## config.mk

```make
export PLATFORM = sky130hd
export DESIGN_NAME = posit_div_issue
export DESIGN_NICKNAME = d
export VERILOG_FILES = /design/src/rtl/posit_div_issue.sv
export SDC_FILE = /design/constraint.sdc
export NUM_CORES = 1
export LEC_CHECK = 0
export ABC_CLOCK_PERIOD_IN_PS = 5100
export BUFFER_PORTS_ARGS = -buffer_cell sky130_fd_sc_hd__buf_4
export CAP_MARGIN = 20
export CORE_UTILIZATION = 55
export DETAILED_ROUTE_END_ITERATION = 8
export PLACE_DENSITY_LB_ADDON = 0.25
export SLEW_MARGIN = 20
export SYNTH_ARGS = -nofsm -noshare
export SYNTH_HDL_FRONTEND = slang
export SYNTH_SLANG_ARGS = --single-unit
```

## constraint.sdc

```tcl
create_clock -name clk -period 5.1 [get_ports clk]
set_clock_uncertainty 0.2 [all_clocks]
set_input_delay 0.255 -clock clk [delete_from_list [all_inputs] [get_ports clk]]
set_output_delay 0.255 -clock clk [all_outputs]
set_load 0.05 [all_outputs]
```

## src/rtl/posit_div_issue.sv

```systemverilog
// rtl/posit_div_issue.sv - start/done sequencer and tagged response FIFO for the iterative posit divider
//
// Accepts one divide request at a time, launches the divider core with a
// single-cycle start pulse, waits for done (or gives up after TIMEOUT wait
// cycles) and queues the tagged result in a small first-word-fall-through FIFO.
//
// Ports:
//   clk, rst       clock, synchronous active-high reset
//   ce             clock enable for the sequencer and its wait counter
//   req_*          request port (valid/ready), dividend, divisor, tag
//   div_start      one-cycle start pulse to the divider core
//   div_a, div_b   operands held stable for the divider
//   div_done       divider completion, with div_o / div_zero / div_inf
//   rsp_*          response FIFO head (valid/ready), quotient, flags, tag, timeout
//   busy           a divide is in flight
module posit_div_issue #(
    parameter int PSTWID  = 32,
    parameter int TAGW    = 4,
    parameter int DEPTH   = 4,
    parameter int TIMEOUT = 63
) (
    input  logic              clk,
    input  logic              rst,
    input  logic              ce,
    input  logic              req_valid,
    output logic              req_ready,
    input  logic [PSTWID-1:0] req_a,
    input  logic [PSTWID-1:0] req_b,
    input  logic [TAGW-1:0]   req_tag,
    output logic              div_start,
    output logic [PSTWID-1:0] div_a,
    output logic [PSTWID-1:0] div_b,
    input  logic              div_done,
    input  logic [PSTWID-1:0] div_o,
    input  logic              div_zero,
    input  logic              div_inf,
    output logic              rsp_valid,
    input  logic              rsp_ready,
    output logic [PSTWID-1:0] rsp_o,
    output logic              rsp_zero,
    output logic              rsp_inf,
    output logic [TAGW-1:0]   rsp_tag,
    output logic              rsp_timeout,
    output logic              busy
);

    localparam int AW  = (DEPTH > 1) ? $clog2(DEPTH) : 1;
    localparam int CNW = AW + 1;
    // The wait counter only has to reach TIMEOUT-1.
    localparam int TW  = (TIMEOUT > 1) ? $clog2(TIMEOUT) : 1;

    localparam logic [PSTWID-1:0] NAR       = {1'b1, {(PSTWID-1){1'b0}}};
    localparam logic [CNW-1:0]    FULL_CNT  = CNW'(DEPTH);
    localparam logic [TW-1:0]     LAST_WAIT = TW'(TIMEOUT - 1);

    typedef enum logic [1:0] {
        S_IDLE,
        S_START,
        S_WAIT,
        S_PUSH
    } state_t;

    state_t state, state_nxt;

    // In-flight operation and its captured result
    logic [TAGW-1:0]   lat_tag;
    logic [TW-1:0]     wait_cnt;
    logic [PSTWID-1:0] res_o;
    logic              res_zero;
    logic              res_inf;
    logic              res_to;

    // Response FIFO storage
    logic [PSTWID-1:0] fifo_o    [DEPTH];
    logic              fifo_zero [DEPTH];
    logic              fifo_inf  [DEPTH];
    logic [TAGW-1:0]   fifo_tag  [DEPTH];
    logic              fifo_to   [DEPTH];
    logic [AW-1:0]     wr_ptr;
    logic [AW-1:0]     rd_ptr;
    logic [CNW-1:0]    fifo_cnt;

    logic accept;
    logic push;
    logic pop;
    logic timeout_hit;

    // Handshake decode. req_ready and div_start are held low while rst is
    // asserted so nothing is accepted or launched during reset.
    always_comb begin
        req_ready   = !rst && ce && (state == S_IDLE) && (fifo_cnt != FULL_CNT);
        accept      = req_ready && req_valid;
        div_start   = !rst && ce && (state == S_START);
        push        = ce && (state == S_PUSH);
        pop         = rsp_ready && (fifo_cnt != '0);
        timeout_hit = (wait_cnt == LAST_WAIT);
    end

    assign busy = (state != S_IDLE);

    // Next-state logic; nothing moves while ce is low.
    always_comb begin
        state_nxt = state;
        if (ce) begin
            case (state)
                S_IDLE:  if (accept) state_nxt = S_START;
                S_START: state_nxt = S_WAIT;
                S_WAIT:  if (div_done || timeout_hit) state_nxt = S_PUSH;
                S_PUSH:  state_nxt = S_IDLE;
                default: state_nxt = S_IDLE;
            endcase
        end
    end

    always_ff @(posedge clk) begin
        if (rst) begin
            state <= S_IDLE;
        end else begin
            state <= state_nxt;
        end
    end

    // Operand latch, wait counter and result capture.
    always_ff @(posedge clk) begin
        if (rst) begin
            div_a    <= '0;
            div_b    <= '0;
            lat_tag  <= '0;
            wait_cnt <= '0;
            res_o    <= '0;
            res_zero <= 1'b0;
            res_inf  <= 1'b0;
            res_to   <= 1'b0;
        end else begin
            if (accept) begin
                div_a   <= req_a;
                div_b   <= req_b;
                lat_tag <= req_tag;
            end
            if (ce) begin
                case (state)
                    S_START: wait_cnt <= '0;
                    S_WAIT: begin
                        // A real completion wins over a timeout in the same cycle.
                        if (div_done) begin
                            res_o    <= div_o;
                            res_zero <= div_zero;
                            res_inf  <= div_inf;
                            res_to   <= 1'b0;
                        end else if (timeout_hit) begin
                            res_o    <= NAR;
                            res_zero <= 1'b0;
                            res_inf  <= 1'b1;
                            res_to   <= 1'b1;
                        end else begin
                            wait_cnt <= wait_cnt + TW'(1);
                        end
                    end
                    default: ;
                endcase
            end
        end
    end

    // Response FIFO. Storage is cleared on reset so the head never shows X.
    // A push cannot meet a full FIFO: a request is only accepted with a free
    // slot and only one divide is ever in flight.
    always_ff @(posedge clk) begin
        if (rst) begin
            wr_ptr   <= '0;
            rd_ptr   <= '0;
            fifo_cnt <= '0;
            for (int i = 0; i < DEPTH; i++) begin
                fifo_o[i]    <= '0;
                fifo_zero[i] <= 1'b0;
                fifo_inf[i]  <= 1'b0;
                fifo_tag[i]  <= '0;
                fifo_to[i]   <= 1'b0;
            end
        end else begin
            if (push) begin
                fifo_o[wr_ptr]    <= res_o;
                fifo_zero[wr_ptr] <= res_zero;
                fifo_inf[wr_ptr]  <= res_inf;
                fifo_tag[wr_ptr]  <= lat_tag;
                fifo_to[wr_ptr]   <= res_to;
                wr_ptr            <= wr_ptr + AW'(1);
            end
            if (pop) begin
                rd_ptr <= rd_ptr + AW'(1);
            end
            case ({push, pop})
                2'b10:   fifo_cnt <= fifo_cnt + CNW'(1);
                2'b01:   fifo_cnt <= fifo_cnt - CNW'(1);
                default: ;
            endcase
        end
    end

    assign rsp_valid   = (fifo_cnt != '0);
    assign rsp_o       = fifo_o[rd_ptr];
    assign rsp_zero    = fifo_zero[rd_ptr];
    assign rsp_inf     = fifo_inf[rd_ptr];
    assign rsp_tag     = fifo_tag[rd_ptr];
    assign rsp_timeout = fifo_to[rd_ptr];

endmodule

```

# [Yosys cells after proc, flatten, opt, wreduce, memory -nomap -nowiden]
# Memory sizes are Yosys's and may differ from the RTL's. A register that Yosys moved wholly into a read port is not among the register bits.
# Index checks and enable logic that the tools add are counted.
[op_classes] reduce_logical=23 muxes=44 addsub=5 n_eq_ne=11
[ops] operator="two-way mux 32 bit" count=3
[ops] operator="two-way mux 2 bit" count=17
[ops] operator="OR reduction 32 bit" count=1
[ops] operator="two-way mux 1 bit" count=18
[ops] operator="two-way mux 6 bit" count=2
[ops] operator="one-hot mux 6 bit (2 select lines)" count=1
[ops] operator="!= test 2 bit, second input constant" count=4
[ops] operator="one-hot mux 2 bit (4 select lines)" count=1
[ops] operator="nonzero test 2 bit" count=4
[ops] operator="logical AND 1 bit" count=7
[ops] operator="adder 6 x 1 -> 6 bit, second input constant" count=1
[ops] operator="equality test 2 bit, second input constant" count=3
[ops] operator="equality test 6 bit, second input constant" count=1
[ops] operator="one-hot mux 3 bit (2 select lines)" count=1
[ops] operator="AND reduction 3 bit" count=2
[ops] operator="adder 2 x 1 -> 2 bit, second input constant" count=2
[ops] operator="equality test 2 x 1 -> 1 bit, second input constant" count=2
[ops] operator="two-way mux 4 bit" count=1
[ops] operator="AND reduction 4 bit" count=1
[ops] operator="OR reduction 4 bit" count=1
[ops] operator="adder 3 x 1 -> 3 bit, second input constant" count=1
[ops] operator="!= test 3 bit, second input constant" count=1
[ops] operator="nonzero test 3 bit" count=1
[ops] operator="OR reduction 1 bit" count=3
[ops] operator="4 further kinds" count=4
[word_totals] ram_bits=156 memories=5 inputBits=108 ff_bits=118 output_inout_bits=107
[memory_table] name="fifo_o" words=4 width=32 rd=1 rd_ports_with_merged_regs=1 wr=4 line="74" rtl="logic [PSTWID-1:0] fifo_o [DEPTH];"
[memory_table] name="fifo_tag" words=4 width=4 rd=1 rd_ports_with_merged_regs=1 wr=4 line="77" rtl="logic [TAGW-1:0] fifo_tag [DEPTH];"
[memory_table] name="fifo_inf" words=4 width=1 rd=1 rd_ports_with_merged_regs=1 wr=4 line="76" rtl="logic fifo_inf [DEPTH];"
[memory_table] name="fifo_to" words=4 width=1 rd=1 rd_ports_with_merged_regs=1 wr=4 line="78" rtl="logic fifo_to [DEPTH];"
[memory_table] name="fifo_zero" words=4 width=1 rd=1 rd_ports_with_merged_regs=1 wr=4 line="75" rtl="logic fifo_zero [DEPTH];"

# [Logic depth before layout (Yosys ltp)]
# Gate-level depths: netlist of the first run.
[logic_depth] depth_word=7 ltp_mapped=8 mapped_depth_nobuf=8

# [Least setup slack after synthesis of the first run]
# No wires, ideal clock.
[synth_timing] kind="reg-to-reg" from="reg wr_ptr[0]" to="mem fifo_inf[2], enable pin" period_less_slack_ns=4.199 slack_ns=0.901 t_arrival_ns=3.509 n_path_buf=1 stages_incl_launch_ff=4 setup_ns=0.489 cell_sequence="dfxtp_1 > nand2b_1 > clkbuf_1 > o21ai_0"
[synth_lines] item="start: declaration" line="79" rtl="logic [AW-1:0] wr_ptr;"
[synth_lines] item="start signal: assignment" line="187" rtl="wr_ptr <= wr_ptr + AW'(1);"
[synth_lines] item="end: declaration" line="76"

==> impl_metrics.toml, run 1 <==
[clocking]
cts_max_path_buffers = 3
cts_resized = 0
root_buffer = "clkbuf_16"
insertion_delay_ps = 530
cts_setup_buffers = 0
cts.sinks = 276
hold_buffers = 105
cts_tree = "built"
cts_buffers = 29
h-tree-depth = 1
clk_pin_slew_ps = 60

[logic_synthesis]
synthTopCellsByArea = "edfxtp_1 (43%), dfxtp_1 (22%), mux4_2 (8.1%), nand2_1 (6.4%), a21oi_1 (3.3%)"
synth_cell_type_count = 46
ys_top_cells_by_count = "nand2_1 (186), edfxtp_1 (156), dfxtp_1 (120)"
synth_flop_cell = "edfxtp_1"
async_reset_ff_frac = 0
syn_area_um2 = 10900
synth_nets = 1025
synth.most_common_cell = "nand2_1"
synth_area_leader_cell = "edfxtp_1"
ys_seq_area_frac = 0.650
synth_edf_count = 156
synth_area_per_cell_um2 = 12.0
syn_inst = 908
synth.ff_latch_count = 276
yosys_warnings = 0
yosys.area.top_type_share = 0.430

[routing]
dr.pass1.iters = 4
drt_iter0_drc = 453
ant_nets = 0
vias = 7889
wire_per_inst_um = 17.9
routed_via_density = 5.28
post-route-drc-count = 0
wl_um = 26800

[pwr]
power_density_nw_per_um2 = 337
p_leak_nw = 5.88
ir_drop_uv = 266

[critical_path]
slowest_delay_ps = 880
slowest_stage = "or2_2"
critPathTopFamily = "simple AND/OR/NAND/NOR gates"
critPathArrivalTime_ps = 3420
cpMostUsedCell = "buf_4"
worstPathRequired_ps = 5050
setup.worst_path.start_class = "input port"
endpoint_kind = "register"
crit_type = "input port to register"
path_cells = "dlygate4sd3_1, buf_4, nor2b_2, and2_2, buf_4, nor3b_4, buf_4, or2_2"
crit_fanout = 40
cp_num_buf_inv = 4

[timing]
max_freq_mhz = 289
max_slew_margin = 0.285
setup_tns_ps = 0
hold_violations = 0
final-setup-viol-count = 0
rsz0062_at_grt = "no"
setup_ws_ps = 1630
worst_slew_pin_slew_ps = 1070
timing.final.max_slew_violations = 0
fin_crit_sh = 0.680
final.min_clock_period_ps = 3470

[die]
core_region_area_um2 = 19500
io_pins = 215
die_w_um = 143
num_rows = 51
start_util = 0.560
die_y_um = 143
die-area_um2 = 20400

[layout]
area_growth_pct = 34.9
fillers = 1151
nets = 1326
drive_gt1_frac = 0.261

[place]
gp_congestion = 0.791
dp_slack_ps = 1640
portBuffers = 214
dp_hpwl_um = 14500

[grt]
antenna_found_initial = 0
grtUsageTotal = 0.267
grt_max_degree = 86
overflow = 0
grt_first_pass_wirelength_um = 41900
grt_pass1_vias = 8422

[min_path]
hold_path_class = "input port to register"

[flow_run]
maxCapViolCount = 0

[status]
status = "complete, no violations"
-- report_power, final --
part | leakage [nW] | switching [W] | internal [W]
clock network | 0.454 | 0.000840 | 0.00121
registers | 2.58 | 0.0000295 | 0.00241
logic | 2.84 | 0.000264 | 0.000193
-- state kept, by name, summed over array words and instances, names as in the netlist, 2 cells and up, named ones only --
signal	count
fifo_o	128
div_a	32
div_b	32
res_o	32
fifo_tag	16
wait_cnt	6
fifo_inf	4
fifo_to	4
fifo_zero	4
lat_tag	4
fifo_cnt	3
rd_ptr	2
state	2
wr_ptr	2
-- layer usage --
metal / part of all wire / global-route usage / routed length [um]
met1: 0.39 / 0.308 / 10400
met2: 0.52 / 0.500 / 14000
met3: 0.063 / 0.0540 / 1700
met4: 0.025 / 0.0758 / 658
met5: 0 / 0 / 0
-- tightest hold or removal path: cells and delay by family --
kind,cells,cell delay (ps)
and+or+nand+nor,1,190
AOI/OAI and AO/OA,1,190
buffers and inverters,1,100
-- path summary, 6_finish.rpt --
kind | depth (start not counted) | end | slack [ps] | from
setup reg to reg | 6 | fifo_o[0][20] | 1810 | state[1]
hold / removal | 3 | res_to | 60 | div_done
hold reg to reg | 2 | div_a[6] | 250 | div_a[6]
setup / recovery | 8 | fifo_o[0][20] | 1630 | ce
-- metrics by stage --
step            util  cells  cell area (um2)  power (W)  hold WS, ps
5_1_grt        0.755   1494            14700    0.00509         91.1
2_1_floorplan      -    908            10900    0.00272          188
3_3_place_gp   0.652   1337            12700    0.00286          242
6_report       0.755   1495            14700    0.00495         55.9
4_1_cts        0.754   1493            14700    0.00496         35.3
3_5_place_dp   0.652   1337            12700    0.00287          247
-- cell type report --
cell class                 count  area (um2)  area share
inverter                      52         195      0.0133
clock inverter                13         121     0.00826
clock buffer                  38         811      0.0551
tap                          265         332      0.0226
timing repair buffer         327        2740       0.186
antenna                        1        2.50    0.000170
multi-input combinational    523        3410       0.232
sequential                   276        7090       0.482
-- logic make-up after synthesis --
logic type | Yosys count | synth area share
AND/OR/NAND/NOR | 340 | 0.134
flip-flops | 276 | 0.650
AO/OA/AOI/OAI | 127 | 0.0745
buffers and inverters | 109 | 0.0428
multiplexers | 40 | 0.0815
adder cells (fa/ha/maj) | 9 | 0.0110
XOR/XNOR | 7 | 0.00563
-- placed cells by master (no fill, tap or decap), types with 4 or more instances in the layout --
master / synthesis / final
a21oi_1: 72 / 72
a22o_1: 32 / 32
and2_1: 41 / 40
buf_4: 4 / 221
clkbuf_1: 34 / 5
clkbuf_16: 0 / 30
clkinv_1: 0 / 4
clkinv_2: 0 / 4
dfxtp_1: 120 / 118
dlygate4sd3_1: 0 / 105
edfxtp_1: 156 / 156
ha_1: 8 / 8
inv_1: 52 / 52
mux4_2: 39 / 39
nand2_1: 186 / 185
nand3_1: 6 / 6
nor2_1: 87 / 86
o21ai_0: 7 / 4
o32ai_1: 4 / 4
or3_1: 4 / 4
xor2_1: 4 / 4
No activity file was read; power rests on OpenSTA's default activity.
==> inputs of run 2 (changes only) <==
--- a/config.mk
+++ b/config.mk
@@ -5,10 +5,10 @@
 export SDC_FILE = /design/constraint.sdc
 export NUM_CORES = 1
 export LEC_CHECK = 0
-export ABC_CLOCK_PERIOD_IN_PS = 5100
+export ABC_CLOCK_PERIOD_IN_PS = 2800
 export BUFFER_PORTS_ARGS = -buffer_cell sky130_fd_sc_hd__buf_4
 export CAP_MARGIN = 20
-export CORE_UTILIZATION = 55
+export CORE_UTILIZATION = 50
 export DETAILED_ROUTE_END_ITERATION = 8
 export PLACE_DENSITY_LB_ADDON = 0.25
 export SLEW_MARGIN = 20
==> constraint.sdc (replaced) <==
create_clock -name clk -period 2.8 [get_ports clk]
set_clock_uncertainty 0.2 [all_clocks]
set_input_delay 0.14 -clock clk [delete_from_list [all_inputs] [get_ports clk]]
set_output_delay 0.14 -clock clk [all_outputs]
set_load 0.05 [all_outputs]
==> run 2 against run 1 <==
Net effect: critical path depth down 5; critical endpoint is now rsp_o[17]; flip-flop and latch count is the same; final cell count rose by 1.4%; clock power up 82%; routed wire length up 0.46%.
==> impl_metrics.toml, run 2 (synthesized netlist as in run 1, its figures left out) <==
[routing]
wire_per_inst_um = 17.8
wl_um = 26900
drt_iter0_drc = 408
route.met2.wl_um = 13500
post-route-drc-count = 0
routed.top_layer = "met4"
wl_met1_um = 10400
vias = 7964
routed_via_density = 5.25
dr.pass1.iters = 5
wl_met3_um = 2090
ant_nets = 0

[layout]
drive_gt1_frac = 0.264
area_growth_pct = 36.2
final_cells = 1516
final_common_cell = "buf_4"
layout_common_cells = "buf_4 (225), nand2_1 (185), edfxtp_1 (156), dfxtp_1 (118), dlygate4sd3_1 (109)"
largest_register_ffs = 128
fillers = 1449
n_antenna_cell = 0
nets = 1337
top_register = "fifo_o"

[critical_path]
crit_fanout = 18
slowest_delay_ps = 590
worstPathRequired_ps = 2460
r2r_slack_ps = 430
reg2reg_from = "state[0]"
cpMostUsedCell = "buf_4"
crit_type = "register to output pin"
critPathArrivalTime_ps = 2200
path_cells = "buf_4, mux4_2, buf_4"
slowest_stage = "dfxtp_4"
setup.worst_path.start_class = "register"
timing.rr.end = "div_a[13]"
r2r_cells = 5
endpoint_kind = "output pin"

[grt]
overflow = 0
grt_max_degree = 85
grtUsageTotal = 0.245
antenna_found_initial = 0
grt_pass1_vias = 8329
grt_first_pass_wirelength_um = 42300

[pwr]
p_leak_nw = 5.93
power_density_nw_per_um2 = 608
ir_drop_uv = 507

[die]
start_util = 0.513
die-area_um2 = 22400
io_pins = 215
die_w_um = 150
die_y_um = 150
core_region_area_um2 = 21200
num_rows = 53

[place]
placed_cells = 1355
portBuffers = 214
dp_hpwl_um = 15100
gp_congestion = 0.775

[timing]
timing.final.max_slew_violations = 0
final-setup-viol-count = 0
holdWs_ps = 18.3
rsz0062_at_grt = "no"
worst_slew_pin_slew_ps = 994
fin_crit_sh = 0.908
max_slew_margin = 0.336
max_freq_mhz = 393
final.min_clock_period_ps = 2540
setup_tns_ps = 0
hold_violations = 0

[min_path]
hold_depth = 3
hold_path_end = "res_to"
hold_path_class = "input port to register"
hold_start = "rst"

[clocking]
h-tree-depth = 1
cts_tree = "built"
cts_buffers = 29
clk_pin_slew_ps = 60
cts_max_path_buffers = 3
cts.sinks = 276
root_buffer = "clkbuf_16"
insertion_delay_ps = 540

[status]
status = "complete, no violations"

[flow_run]
maxCapViolCount = 0
## run 2: worst max path at each step
stage	to	slack, ps
3_3_place_gp	fifo_o[0][18]	430
3_5_place_dp	fifo_o[0][18]	370
4_1_cts	rsp_o[17]	210
5_1_grt	rsp_o[17]	130
2_1_floorplan	fifo_inf[2]	400
6_report	rsp_o[17]	260
## run 2: area by class of cell
type / count / area, um2 / share of cell area
well taps: 275 / 344 / 0.0232
clock inverters: 19 / 183 / 0.0123
repair buffers: 338 / 2860 / 0.193
flip-flops and latches: 276 / 7090 / 0.478
clock buffers: 33 / 741 / 0.0499
inverters: 52 / 195 / 0.0132
multi-input cells: 523 / 3420 / 0.231
## run 2: repair_timing
action / in CTS / in global routing
hold buffers: 109 / 0
resized for setup: 0 / 0
setup buffers: 0 / 0
hold endpoints to repair: 115 / 0
endpoints found under the setup margin: 0 / 0
## run 2: routing by layer
layer	GRT usage	vias up
li1	-	3778
met1	0.294	3824
met2	0.429	306
met3	0.0564	56
met4	0.0939	0
met5	0	-
## run 2: critical path, delay by kind of cell, from the launching register on
family,cells,cell delay [ps]
mux,1,550
flops,1,590
buf+inv,2,500
## run 2: power by group
part | internal [W] | switching (W)
Clock | 0.00217 | 0.00156
Sequential | 0.00439 | 0.0000499
Combinational | 0.000360 | 0.000488
## run 2: through the flow
step	util	power, W	setup slack (ps)	instance area (um2)
2_1_floorplan	-	0.00494	398	10900
3_3_place_gp	0.604	0.00524	435	12800
3_5_place_dp	0.604	0.00525	368	12800
4_1_cts	0.699	0.00908	206	14800
5_1_grt	0.699	0.00928	135	14800
6_report	0.699	0.00902	258	14800
==> inputs of run 3 (changes only) <==
--- a/config.mk
+++ b/config.mk
@@ -5,9 +5,8 @@
 export SDC_FILE = /design/constraint.sdc
 export NUM_CORES = 1
 export LEC_CHECK = 0
-export ABC_CLOCK_PERIOD_IN_PS = 2800
+export ABC_CLOCK_PERIOD_IN_PS = 2300
 export BUFFER_PORTS_ARGS = -buffer_cell sky130_fd_sc_hd__buf_4
-export CAP_MARGIN = 20
 export CORE_UTILIZATION = 50
 export DETAILED_ROUTE_END_ITERATION = 8
 export PLACE_DENSITY_LB_ADDON = 0.25
==> constraint.sdc (replaced) <==
create_clock -name clk -period 2.3 [get_ports clk]
set_clock_uncertainty 0.2 [all_clocks]
set_input_delay 0.115 -clock clk [delete_from_list [all_inputs] [get_ports clk]]
set_output_delay 0.115 -clock clk [all_outputs]
set_load 0.05 [all_outputs]
==> run 3 against run 2 <==
Net effect: routed wire length rose by 0.14%; clock power rose by 16%; register-to-register slack got worse by 280 ps; core utilization rose by 0.77 points; count of clock-buffer cells in the layout rose by 12; sequential share of layout area fell by 0.51 points; final cell count rose by 0.79%; non-clock buffer count rose by 12; via count fell by 0.72%; first-iteration DRC count rose by 3.9%; die area did not move.
==> impl_metrics.toml, run 3 (synthesized netlist as in run 1, its figures left out) <==
[grt]
grt_use_met2 = 0.447
use_met1 = 0.279
grtUsageTotal = 0.241
grt_max_degree = 68
grt_pass1_vias = 8269
overflow = 0
grt_first_pass_wirelength_um = 41500
top_usage_layer = "met2"
antenna_found_initial = 0
groute.layer.met3.usage = 0.0546

[critical_path]
crit_fanout = 15
critPathArrivalTime_ps = 1920
setup.worst_path.start_class = "register"
reg2reg_from = "wait_cnt[0]"
r2r_cells = 7
timing.rr.end = "res_o[31]"
r2r_slack_ps = 150
endpoint_kind = "output pin"
worstPathRequired_ps = 1990
crit_type = "register to output pin"

[routing]
ant_nets = 0
vias = 7907
post-route-drc-count = 0
wire_per_inst_um = 17.6
routed_via_density = 5.17
dr.pass1.iters = 5
drt_iter0_drc = 424
wl_um = 27000

[clocking]
cts.sinks = 276
h-tree-depth = 1
cts_max_path_buffers = 3
cts_tree = "built"
clk_pin_slew_ps = 60
insertion_delay_ps = 530
root_buffer = "clkbuf_16"
cts_buffers = 28

[place]
gp_congestion = 0.773
dp_hpwl_um = 15200
portBuffers = 214
placed_cells = 1365

[layout]
layout_common_cells = "buf_4 (229), nand2_1 (185), edfxtp_1 (156), dfxtp_1 (117), dlygate4sd3_1 (109)"
fin_util = 0.707
largest_register_ffs = 128
regArea_um2 = 7090
drive_gt1_frac = 0.271
area_growth_pct = 37.7
nets = 1348
final_cells = 1528
n_antenna_cell = 0
final_common_cell = "buf_4"
top_register = "fifo_o"
fillers = 1446
multiInputGateArea_um2 = 3430

[min_path]
hold_path_class = "input port to register"
hold_depth = 3
hold_path_end = "res_o[17]"
hold_start = "div_o[17]"

[timing]
fin_crit_sh = 0.972
timing.final.max_slew_violations = 0
setup_tns_ps = 0
worst_slew_pin_slew_ps = 705
max_slew_margin = 0.530
max_freq_mhz = 447
final-setup-viol-count = 0
final.min_clock_period_ps = 2240
rsz0062_at_grt = "no"
hold_violations = 0

[die]
num_rows = 53
core_region_area_um2 = 21200
die_y_um = 150
start_util = 0.513
io_pins = 215
die_w_um = 150
die-area_um2 = 22400

[status]
status = "complete, no violations"

[pwr]
totalPowerFinal_w = 0.0108
ir_drop_uv = 578
power_density_nw_per_um2 = 721
p_leak_nw = 6.01

[flow_run]
maxCapViolCount = 0
==> run 3: cell count changes in the layout (fill, tap and decap cells not counted), moves of 2 or more <==
cell,change
clkinvlp_4,-4
clkbuf_1,+8
bufinv_16,-2
buf_12,+7
buf_4,+4
clkbuf_8,+4
clkinv_1,-4
==> run 3: where the power goes <==
group	leakage [nW]	internal (W)	total (W)	switching [W]
clock	0.433	0.00255	0.00434	0.00179
combinational	3.00	0.000460	0.00106	0.000601
sequential	2.58	0.00535	0.00541	0.0000593
total	6.01	0.00836	0.0108	0.00245
==> run 3: per-stage QoR <==
stage | hold slack, ps | setup WS, ps | area, um2
6_report | 144 | 63.4 | 15000
5_1_grt | 151 | 5.09 | 15000
4_1_cts | 124 | 19.6 | 15000
3_5_place_dp | 135 | 136 | 13000
3_3_place_gp | 130 | 232 | 13000
2_1_floorplan | 47.9 | 18.6 | 10900
==> run 3: worst max-delay path by stage <==
stage | startpoint | endpoint | slack, ps
global placement | state[0] | fifo_cnt[2] | 230
global route | register | rsp_tag[3] | 5
finish | register | rsp_o[0] | 60
CTS | register | rsp_tag[3] | 20
floorplan | state[1] | fifo_inf[0] | 20
detailed placement | fifo_cnt[0] | fifo_cnt[2] | 140
==> run 3: final cells by class <==
cell class | instances | area share
clock buffer | 45 | 0.0551
timing repair buffer | 350 | 0.204
tap | 275 | 0.0229
clock inverter | 7 | 0.00384
multi-input combinational | 523 | 0.228
sequential | 276 | 0.473
inverter | 52 | 0.0130
==> run 3: per-layer routing <==
layer  up-vias  wire, um  part of all wire
li1       3791         -                 -
met3        39      1950             0.072
met1      3818     10400              0.39
met4         0       501             0.019
met5         -         0                 0
met2       259     14100              0.52
==> run 3: critical path: stages (launching register included) <==
cell,delay (ps)
dfxtp_4,430
buf_12,200
mux4_2,550
buf_4,210
==> run 3: timing repair <==
item / CTS / global route
hold buffers: 109 / 0
setup buffers: 1 / 0
gates cloned: 1 / 0
gates resized for setup: 1 / 3
endpoints found under the setup margin: 25 / 3
hold endpoints to repair: 120 / 0
